==> src/rtl/issue_unit_pkg.sv <==
// Shared definitions for the issue stage: internal opcode codes, tag widths,
// instruction formats and the resolved-operand record.
package issue_unit_pkg;

  localparam int ROB_W = 4;
  localparam int OPC_W = 6;

  localparam logic True  = 1'b1;
  localparam logic False = 1'b0;

  // Internal opcodes, shared with the RS/ALU and LSB.
  localparam logic [OPC_W-1:0] OPC_ILL   = 6'd0;
  localparam logic [OPC_W-1:0] OPC_LUI   = 6'd1;
  localparam logic [OPC_W-1:0] OPC_AUIPC = 6'd2;
  localparam logic [OPC_W-1:0] OPC_JAL   = 6'd3;
  localparam logic [OPC_W-1:0] OPC_JALR  = 6'd4;
  localparam logic [OPC_W-1:0] OPC_BEQ   = 6'd5;
  localparam logic [OPC_W-1:0] OPC_BNE   = 6'd6;
  localparam logic [OPC_W-1:0] OPC_BLT   = 6'd7;
  localparam logic [OPC_W-1:0] OPC_BGE   = 6'd8;
  localparam logic [OPC_W-1:0] OPC_BLTU  = 6'd9;
  localparam logic [OPC_W-1:0] OPC_BGEU  = 6'd10;
  localparam logic [OPC_W-1:0] OPC_LB    = 6'd11;
  localparam logic [OPC_W-1:0] OPC_LH    = 6'd12;
  localparam logic [OPC_W-1:0] OPC_LW    = 6'd13;
  localparam logic [OPC_W-1:0] OPC_LBU   = 6'd14;
  localparam logic [OPC_W-1:0] OPC_LHU   = 6'd15;
  localparam logic [OPC_W-1:0] OPC_SB    = 6'd16;
  localparam logic [OPC_W-1:0] OPC_SH    = 6'd17;
  localparam logic [OPC_W-1:0] OPC_SW    = 6'd18;
  localparam logic [OPC_W-1:0] OPC_ADDI  = 6'd19;
  localparam logic [OPC_W-1:0] OPC_SLTI  = 6'd20;
  localparam logic [OPC_W-1:0] OPC_SLTIU = 6'd21;
  localparam logic [OPC_W-1:0] OPC_XORI  = 6'd22;
  localparam logic [OPC_W-1:0] OPC_ORI   = 6'd23;
  localparam logic [OPC_W-1:0] OPC_ANDI  = 6'd24;
  localparam logic [OPC_W-1:0] OPC_SLLI  = 6'd25;
  localparam logic [OPC_W-1:0] OPC_SRLI  = 6'd26;
  localparam logic [OPC_W-1:0] OPC_SRAI  = 6'd27;
  localparam logic [OPC_W-1:0] OPC_ADD   = 6'd28;
  localparam logic [OPC_W-1:0] OPC_SUB   = 6'd29;
  localparam logic [OPC_W-1:0] OPC_SLL   = 6'd30;
  localparam logic [OPC_W-1:0] OPC_SLT   = 6'd31;
  localparam logic [OPC_W-1:0] OPC_SLTU  = 6'd32;
  localparam logic [OPC_W-1:0] OPC_XOR   = 6'd33;
  localparam logic [OPC_W-1:0] OPC_SRL   = 6'd34;
  localparam logic [OPC_W-1:0] OPC_SRA   = 6'd35;
  localparam logic [OPC_W-1:0] OPC_OR    = 6'd36;
  localparam logic [OPC_W-1:0] OPC_AND   = 6'd37;

  typedef enum logic [2:0] {
    FMT_R, FMT_I, FMT_S, FMT_B, FMT_U, FMT_J, FMT_SH
  } fmt_t;

  typedef struct packed {
    logic [31:0] val;
    logic        rdy;
  } opnd_t;

  // Sign-extended immediate for each RV32I format; shift amounts zero-extend.
  function automatic logic [31:0] imm_gen(input fmt_t fmt, input logic [31:0] inst);
    logic [31:0] imm;
    case (fmt)
      FMT_I:   imm = {{20{inst[31]}}, inst[31:20]};
      FMT_S:   imm = {{20{inst[31]}}, inst[31:25], inst[11:7]};
      FMT_B:   imm = {{19{inst[31]}}, inst[31], inst[7], inst[30:25], inst[11:8], 1'b0};
      FMT_U:   imm = {inst[31:12], 12'd0};
      FMT_J:   imm = {{11{inst[31]}}, inst[31], inst[19:12], inst[20], inst[30:21], 1'b0};
      FMT_SH:  imm = {27'd0, inst[24:20]};
      default: imm = 32'd0;
    endcase
    return imm;
  endfunction

endpackage

==> src/rtl/issue_unit_decoder.sv <==
// Combinational RV32I decoder: raw instruction to internal opcode, rd,
// source-use flags, immediate, memory routing and illegal flag.
module issue_unit_decoder
  import issue_unit_pkg::*;
(
  input  logic [31:0]      inst,
  output logic [OPC_W-1:0] opcode,
  output logic [4:0]       rd,
  output logic             rs1_used,
  output logic             rs2_used,
  output logic [31:0]      imm,
  output logic             is_mem,
  output logic             illegal
);

  logic [2:0] f3;
  logic [6:0] f7;
  fmt_t       fmt;
  logic       has_rd;
  logic       mem_raw;

  assign f3 = inst[14:12];
  assign f7 = inst[31:25];

  always_comb begin
    // NOTE: every output gets a default before the case, so no path can leave
    // one unassigned and infer a latch.
    opcode   = OPC_ILL;
    fmt      = FMT_R;
    has_rd   = False;
    rs1_used = False;
    rs2_used = False;
    mem_raw  = False;
    case (inst[6:0])
      7'b0110111: begin opcode = OPC_LUI;   fmt = FMT_U; has_rd = True; end
      7'b0010111: begin opcode = OPC_AUIPC; fmt = FMT_U; has_rd = True; end
      7'b1101111: begin opcode = OPC_JAL;   fmt = FMT_J; has_rd = True; end
      7'b1100111: begin
        fmt = FMT_I; has_rd = True; rs1_used = True;
        if (f3 == 3'b000) opcode = OPC_JALR;
      end
      7'b1100011: begin
        fmt = FMT_B; rs1_used = True; rs2_used = True;
        case (f3)
          3'b000:  opcode = OPC_BEQ;
          3'b001:  opcode = OPC_BNE;
          3'b100:  opcode = OPC_BLT;
          3'b101:  opcode = OPC_BGE;
          3'b110:  opcode = OPC_BLTU;
          3'b111:  opcode = OPC_BGEU;
          default: ;
        endcase
      end
      7'b0000011: begin
        fmt = FMT_I; has_rd = True; rs1_used = True; mem_raw = True;
        case (f3)
          3'b000:  opcode = OPC_LB;
          3'b001:  opcode = OPC_LH;
          3'b010:  opcode = OPC_LW;
          3'b100:  opcode = OPC_LBU;
          3'b101:  opcode = OPC_LHU;
          default: ;
        endcase
      end
      7'b0100011: begin
        fmt = FMT_S; rs1_used = True; rs2_used = True; mem_raw = True;
        case (f3)
          3'b000:  opcode = OPC_SB;
          3'b001:  opcode = OPC_SH;
          3'b010:  opcode = OPC_SW;
          default: ;
        endcase
      end
      7'b0010011: begin
        fmt = FMT_I; has_rd = True; rs1_used = True;
        case (f3)
          3'b000: opcode = OPC_ADDI;
          3'b010: opcode = OPC_SLTI;
          3'b011: opcode = OPC_SLTIU;
          3'b100: opcode = OPC_XORI;
          3'b110: opcode = OPC_ORI;
          3'b111: opcode = OPC_ANDI;
          3'b001: begin
            fmt = FMT_SH;
            if (f7 == 7'b0000000) opcode = OPC_SLLI;
          end
          default: begin
            fmt = FMT_SH;
            if (f7 == 7'b0000000)      opcode = OPC_SRLI;
            else if (f7 == 7'b0100000) opcode = OPC_SRAI;
          end
        endcase
      end
      7'b0110011: begin
        fmt = FMT_R; has_rd = True; rs1_used = True; rs2_used = True;
        if (f7 == 7'b0000000) begin
          case (f3)
            3'b000:  opcode = OPC_ADD;
            3'b001:  opcode = OPC_SLL;
            3'b010:  opcode = OPC_SLT;
            3'b011:  opcode = OPC_SLTU;
            3'b100:  opcode = OPC_XOR;
            3'b101:  opcode = OPC_SRL;
            3'b110:  opcode = OPC_OR;
            default: opcode = OPC_AND;
          endcase
        end else if (f7 == 7'b0100000) begin
          case (f3)
            3'b000:  opcode = OPC_SUB;
            3'b101:  opcode = OPC_SRA;
            default: ;
          endcase
        end
      end
      default: ;
    endcase
  end

  // An illegal encoding never renames a register nor reaches the LSB.
  assign illegal = (opcode == OPC_ILL);
  assign rd      = (has_rd && !illegal) ? inst[11:7] : 5'd0;
  assign is_mem  = mem_raw && !illegal;
  assign imm     = imm_gen(fmt, inst);

endmodule

==> src/rtl/issue_unit.sv <==
// Tomasulo issue stage: pops one instruction per cycle, resolves both operands
// and dispatches to ROB plus either the ALU reservation station or the LSB.
module issue_unit
  import issue_unit_pkg::*;
(
  input  logic             clk,
  input  logic             rst,
  input  logic             rdy,
  input  logic             IQ_sgn,
  input  logic [31:0]      IQ_inst,
  input  logic [31:0]      IQ_pc,
  output logic             IQ_pop,
  output logic [4:0]       RF_rs1,
  output logic [4:0]       RF_rs2,
  input  logic             RF_busy1,
  input  logic [31:0]      RF_val1,
  input  logic [ROB_W-1:0] RF_tag1,
  input  logic             RF_busy2,
  input  logic [31:0]      RF_val2,
  input  logic [ROB_W-1:0] RF_tag2,
  input  logic             ROB_rdy1,
  input  logic [31:0]      ROB_val1,
  input  logic             ROB_rdy2,
  input  logic [31:0]      ROB_val2,
  input  logic [ROB_W-1:0] ROB_name,
  input  logic             ROB_full,
  input  logic             RS_full,
  input  logic             LSB_full,
  input  logic             ROB_clr,
  input  logic             CDBA_sgn,
  input  logic [31:0]      CDBA_result,
  input  logic [ROB_W-1:0] CDBA_ROB_name,
  input  logic             CDBD_sgn,
  input  logic [31:0]      CDBD_result,
  input  logic [ROB_W-1:0] CDBD_ROB_name,
  output logic             ROB_sgn,
  output logic [OPC_W-1:0] ROB_opcode,
  output logic [4:0]       ROB_rd,
  output logic [31:0]      ROB_pc,
  output logic [31:0]      ROB_imm,
  output logic             RF_sgn,
  output logic [4:0]       RF_rd,
  output logic [ROB_W-1:0] RF_tag,
  output logic             RS_sgn,
  output logic [OPC_W-1:0] RS_opcode,
  output logic [31:0]      RS_rs1_val,
  output logic [31:0]      RS_rs2_val,
  output logic             RS_rs1_rdy,
  output logic             RS_rs2_rdy,
  output logic             LSB_sgn,
  output logic [OPC_W-1:0] LSB_opcode,
  output logic [31:0]      LSB_rs1_val,
  output logic [31:0]      LSB_rs2_val,
  output logic             LSB_rs1_rdy,
  output logic             LSB_rs2_rdy,
  output logic [31:0]      LSB_imm
);

  logic [OPC_W-1:0] d_opcode;
  logic [4:0]       d_rd;
  logic             d_rs1_used;
  logic             d_rs2_used;
  logic [31:0]      d_imm;
  logic             d_is_mem;
  logic             d_illegal;

  logic             last_vld;
  logic [4:0]       last_rd;
  logic [ROB_W-1:0] last_tag;

  logic             fire;
  opnd_t            op1, op2, src1, src2;

  issue_unit_decoder u_dec (
    .inst     (IQ_inst),
    .opcode   (d_opcode),
    .rd       (d_rd),
    .rs1_used (d_rs1_used),
    .rs2_used (d_rs2_used),
    .imm      (d_imm),
    .is_mem   (d_is_mem),
    .illegal  (d_illegal)
  );

  assign RF_rs1 = IQ_inst[19:15];
  assign RF_rs2 = IQ_inst[24:20];

  assign fire   = rdy && IQ_sgn && !ROB_full && !(d_is_mem ? LSB_full : RS_full) && !ROB_clr;
  assign IQ_pop = fire;

  // The previous issue's rename is not yet visible in the RF, so it is checked
  // ahead of the RF busy bit.
  function automatic opnd_t resolve(input logic [4:0]       idx,
                                    input logic             busy,
                                    input logic [31:0]      rf_val,
                                    input logic [ROB_W-1:0] tag,
                                    input logic             rob_rdy,
                                    input logic [31:0]      rob_val);
    opnd_t r;
    if (idx == 5'd0)                           r = '{val: 32'd0, rdy: True};
    else if (last_vld && last_rd == idx)       r = '{val: {{(32-ROB_W){1'b0}}, last_tag}, rdy: False};
    else if (!busy)                            r = '{val: rf_val, rdy: True};
    else if (rob_rdy)                          r = '{val: rob_val, rdy: True};
    else if (CDBA_sgn && CDBA_ROB_name == tag) r = '{val: CDBA_result, rdy: True};
    else if (CDBD_sgn && CDBD_ROB_name == tag) r = '{val: CDBD_result, rdy: True};
    else                                       r = '{val: {{(32-ROB_W){1'b0}}, tag}, rdy: False};
    return r;
  endfunction

  always_comb begin
    op1  = resolve(d_rs1_used ? RF_rs1 : 5'd0, RF_busy1, RF_val1, RF_tag1, ROB_rdy1, ROB_val1);
    op2  = resolve(d_rs2_used ? RF_rs2 : 5'd0, RF_busy2, RF_val2, RF_tag2, ROB_rdy2, ROB_val2);
    src1 = op1;
    src2 = op2;
    if (d_opcode == OPC_AUIPC || d_opcode == OPC_JAL)
      src1 = '{val: IQ_pc, rdy: True};
    if (!d_rs2_used)
      src2 = '{val: (d_opcode == OPC_JALR) ? IQ_pc : d_imm, rdy: True};
  end

  // NOTE: state is written with non-blocking assignments so every register
  // samples the pre-edge values regardless of statement order.
  always_ff @(posedge clk or posedge rst) begin
    if (rst) begin
      ROB_sgn     <= 1'b0;
      ROB_opcode  <= '0;
      ROB_rd      <= '0;
      ROB_pc      <= '0;
      ROB_imm     <= '0;
      RF_sgn      <= 1'b0;
      RF_rd       <= '0;
      RF_tag      <= '0;
      RS_sgn      <= 1'b0;
      RS_opcode   <= '0;
      RS_rs1_val  <= '0;
      RS_rs2_val  <= '0;
      RS_rs1_rdy  <= 1'b0;
      RS_rs2_rdy  <= 1'b0;
      LSB_sgn     <= 1'b0;
      LSB_opcode  <= '0;
      LSB_rs1_val <= '0;
      LSB_rs2_val <= '0;
      LSB_rs1_rdy <= 1'b0;
      LSB_rs2_rdy <= 1'b0;
      LSB_imm     <= '0;
      last_vld    <= 1'b0;
      last_rd     <= '0;
      last_tag    <= '0;
    end else if (rdy) begin
      ROB_sgn  <= fire;
      RF_sgn   <= fire && d_rd != 5'd0;
      RS_sgn   <= fire && !d_is_mem && !d_illegal;
      LSB_sgn  <= fire && d_is_mem;
      // One cycle after an issue its rename is visible in the RF, so the
      // bypass is only kept across back-to-back issues.
      last_vld <= fire && d_rd != 5'd0;
      if (fire) begin
        ROB_opcode  <= d_opcode;
        ROB_rd      <= d_rd;
        ROB_pc      <= IQ_pc;
        ROB_imm     <= d_imm;
        RF_rd       <= d_rd;
        RF_tag      <= ROB_name;
        RS_opcode   <= d_opcode;
        RS_rs1_val  <= src1.val;
        RS_rs2_val  <= src2.val;
        RS_rs1_rdy  <= src1.rdy;
        RS_rs2_rdy  <= src2.rdy;
        LSB_opcode  <= d_opcode;
        LSB_rs1_val <= src1.val;
        LSB_rs2_val <= src2.val;
        LSB_rs1_rdy <= src1.rdy;
        LSB_rs2_rdy <= src2.rdy;
        LSB_imm     <= d_imm;
        if (d_rd != 5'd0) begin
          last_rd  <= d_rd;
          last_tag <= ROB_name;
        end
      end
    end
  end

endmodule
==> config.mk <==
export PLATFORM = sky130hd
export DESIGN_NAME = issue_unit
export DESIGN_NICKNAME = d
export VERILOG_FILES = /design/src/rtl/issue_unit_pkg.sv /design/src/rtl/issue_unit_decoder.sv /design/src/rtl/issue_unit.sv
export SDC_FILE = /design/constraint.sdc
export NUM_CORES = 1
export LEC_CHECK = 0
export CORE_AREA = 2 2 219 221
export CTS_CLUSTER_SIZE = 8
export DETAILED_ROUTE_END_ITERATION = 10
export DIE_AREA = 0 0 221 223
export SLEW_MARGIN = 10
export SYNTH_ARGS = -nofsm -noshare
export SYNTH_HDL_FRONTEND = slang
export SYNTH_SLANG_ARGS = --single-unit
==> constraint.sdc <==
create_clock -name clk -period 8.4 [get_ports clk]
set_input_delay 2.1 -clock clk [delete_from_list [all_inputs] [get_ports clk]]
set_output_delay 2.1 -clock clk [all_outputs]
set_load 0.005 [all_outputs]
==> results of run 1 <==
==> cells in the mapped netlist, drive strengths merged, types with 3 or more instances <==
cell | number | area (sq um)
dfrtp | 158 | 3950
inv | 54 | 203
o31ai | 3 | 27.5
nor3 | 13 | 76.3
o311ai | 3 | 26.3
nand4b | 3 | 26.3
nor4bb | 5 | 50.1
a21oi | 28 | 140
o22ai | 61 | 382
or3 | 5 | 31.3
mux2 | 138 | 1930
nand3b | 4 | 30.0
a221oi | 53 | 464
xor2 | 13 | 114
nand2 | 67 | 251
mux2i | 16 | 160
or2 | 4 | 25.0
and2 | 3 | 18.8
a22o | 38 | 333
nor4 | 3 | 18.8
or4 | 4 | 37.5
nor2 | 52 | 195
o21ai | 71 | 355
o221ai | 8 | 70.1
a21o | 9 | 67.6
xnor2 | 13 | 114
clkbuf | 65 | 244
a222oi | 3 | 30.0
and3 | 3 | 18.8
a221o | 7 | 70.1
o2bb2ai | 4 | 35.0
o32ai | 28 | 245
nand4 | 4 | 25.0
buf | 149 | 1240
a31oi | 9 | 56.3
o211ai | 6 | 45.0
nand2b | 9 | 56.3
nor2b | 8 | 50.1
nand3 | 21 | 110
o21a | 6 | 45.0
==> worst register-to-register path, delay by kind of cell (launching register included) <==
family / cells / cell delay (ns)
AOI/OAI and AO/OA: 4 / 1.62
and+or+nand+nor: 2 / 1.04
DFF: 1 / 0.47
muxes: 1 / 0.20
xor gates and xnor gates: 1 / 0.16
==> area by class of cell <==
class	instances	area, sq um
clock inverters	14	144
repair buffers	587	5810
well taps	615	769
flip-flops and latches	158	3950
clock buffers	18	439
diodes	1	2.50
multi-input cells	748	5980
fillers	4779	29800
inverters	54	208
==> state kept, by name (all words and copies together) (netlist names), 5 cells and up <==
register,count
LSB_imm,32
LSB_opcode,6
LSB_rs1_val,32
LSB_rs2_val,32
RF_rd,5
ROB_pc,32
last_rd,5
==> per-layer routing <==
layer  track usage  part of all wire
met5             0           0.00023
met4        0.0797             0.029
met2         0.382              0.50
met3        0.0483             0.069
met1         0.271              0.41
==> cells by family (layout without fill, tap and decap cells) <==
| family | Yosys count | count (layout) | synth area share |
|---|---|---|---|
| xor gates and xnor gates | 26 | 26 | 0.0197 |
| AOI/OAI and AO/OA | 352 | 352 | 0.218 |
| adders and majority gates | 1 | 1 | 0.000865 |
| and+or+nand+nor | 215 | 215 | 0.0939 |
| buffers and inverters | 268 | 673 | 0.146 |
| muxes | 154 | 154 | 0.181 |
| DFF | 158 | 158 | 0.342 |
| other | 0 | 1 | 0 |
==> power by group through the flow <==
| stage | Sequential, W | Clock (W) | Combinational [W] |
|---|---|---|---|
| finish | 0.000885 | 0.000800 | 0.000666 |
| detailed placement | 0.000898 | 0 | 0.000665 |
| CTS | 0.000884 | 0.000826 | 0.000669 |
| global placement | 0.000895 | 0 | 0.000662 |
| global route | 0.000892 | 0.000854 | 0.000705 |
| floorplan | 0.000889 | 0 | 0.000261 |
==> how the worst min path moves through the flow <==
stage / to / from
after floorplan: ROB_sgn / ROB_sgn
after global placement: ROB_pc[31] / ROB_pc[31]
after detailed placement: ROB_pc[31] / ROB_pc[31]
after CTS: ROB_pc[31] / ROB_pc[31]
after global routing: RF_tag[3] / RF_tag[3]
final: ROB_pc[31] / ROB_pc[31]
==> through the flow <==
stage          power, W  setup slack (ns)
6_report        0.00235             0.822
5_1_grt         0.00245             0.565
4_1_cts         0.00238             0.859
3_5_place_dp    0.00156             0.870
3_3_place_gp    0.00156             0.896
2_1_floorplan   0.00115              1.87
==> impl_metrics.ini, run 1 <==
[critical_path]
critPathCaptureType = primary output
crit_buf_inv = 2
worst_r2r_path_depth = 8
crit_slowest_cell = clkdlybuf4s50_1
crit_chain = clkdlybuf4s50_1 -> xnor2_1 -> o2bb2ai_1 -> a31oi_1 -> o311ai_0 -> or3_1 -> o31ai_2 -> nor3_4 -> clkdlybuf4s50_1
max_stage_delay_ns = 0.88
critPathLaunchType = primary input
rr_endpoint = LSB_rs1_val[3]
worstSetupEndpoint = IQ_pop
path_depth = 9
crit_top_cell = clkdlybuf4s50_1
path_class = primary input to primary output
cp_max_fo = 24
crit_required_ns = 6.30
arrival_ns = 5.48
r2r-start = last_rd[4]
cp-startpoint = IQ_inst[14]
path_delay_family = buffers and inverters
ff2ff_setup_slack_ns = 4.84

[global_route]
grt_first_pass_wirelength_um = 80600
globalRouteTotalUtil = 0.222
grt_pass1_vias = 11700
antenna_found_initial = 1
grt_max_degree = 96
grt-ovfl-total = 0

[cells_and_area]
layout_commonest_cell = clkdlybuf4s50_1
layout-drive-gt1-share = 0.132
syn2layout_area_growth_pct = 49.5
final_cell_mix = clkdlybuf4s50_1, dfrtp_1, mux2_4, o21ai_0, nand2_1
final_core_util = 0.367
fin_cells = 2195
num-nets-final = 1856
final_cell_area_sq_mm = 0.0173

[floorplanning]
die_area_sq_mm = 0.0493
start_util = 0.246
fp.dieH_um = 223
die_x_um = 221
coreArea_sq_mm = 0.0471
pin_count = 565
row_count = 80

[yosys]
seq_area_frac_synth = 0.342
synthArstFlopShare = 1.00
synth_ff_type = dfrtp_1
syn_inst = 1174
synth_area_sq_mm = 0.0116
synth-edff-count = 0
synth_area_per_cell_sq_um = 9.86
ys_ff_latch = 158
syn_nets = 1464
synthDistinctLibCells = 70
yosys_warnings = 0

[timing]
tns_ns = 0
skew_ns = 0.0104
hold_viol = 0
drv_slew = 0
finalCritPeriodShare = 0.902
min_period_ns = 7.58
setup_violations = 0
worst_pin_slew_ns = 1.17
rsz0062_at_grt = no
hold_ws_ns = 0.490
clock.fmax_mhz = 132
timing.slew.headroom = 0.212

[placed_design]
place.gp.congestion = 0.929
hpwl_um = 43900
place_area_sq_mm = 0.0167
dp.cells = 2162
portBuffers = 564

[routing]
wirelength_um = 56200
via_per_inst = 5.19
dr.first_iter.drc_count = 970
antenna_left = 0
drc_errors = 0
vias = 11400
wl_per_cell_um = 25.6
drt_first_pass_iters = 7

[cts]
clk_path_buf_depth = 2
cts_sinks = 158
cts-root-buf = clkbuf_16
clk-insertion-delay-late_ns = 0.49
cts_max_level = 4
cts_hold_buf = 0
numCtsBuffers = 17
cts_tree = done
cts_setup_buffers = 0
clkTransAtPathRegs_ns = 0.07
cts_resized = 0

[min_path]
min_path_cells = 1
hp-class = flip-flop to flip-flop

[pwr]
p_sw_w = 0.000716
swShare = 0.304
peakVddDrop_uv = 117
p_int_w = 0.00164
seqPwrFrac = 0.376
power_density_mw_per_mm2 = 136
p_comb_frac = 0.283
power.share.clock = 0.340
leakagePower_nw = 7.09

[flow_run]
drv_cap = 0

[run_status]
status = completed
(Power assumes the default switching activity.)
==> run 2: changes to the inputs <==
--- a/config.mk
+++ b/config.mk
@@ -5,7 +5,9 @@
 export SDC_FILE = /design/constraint.sdc
 export NUM_CORES = 1
 export LEC_CHECK = 0
+export ABC_AREA = 0
 export CORE_AREA = 2 2 219 221
+export CTS_CLUSTER_DIAMETER = 80
 export CTS_CLUSTER_SIZE = 8
 export DETAILED_ROUTE_END_ITERATION = 10
 export DIE_AREA = 0 0 221 223
==> results of run 2 <==
No change in the layout: final DEF, timing and power equal those of run 1.
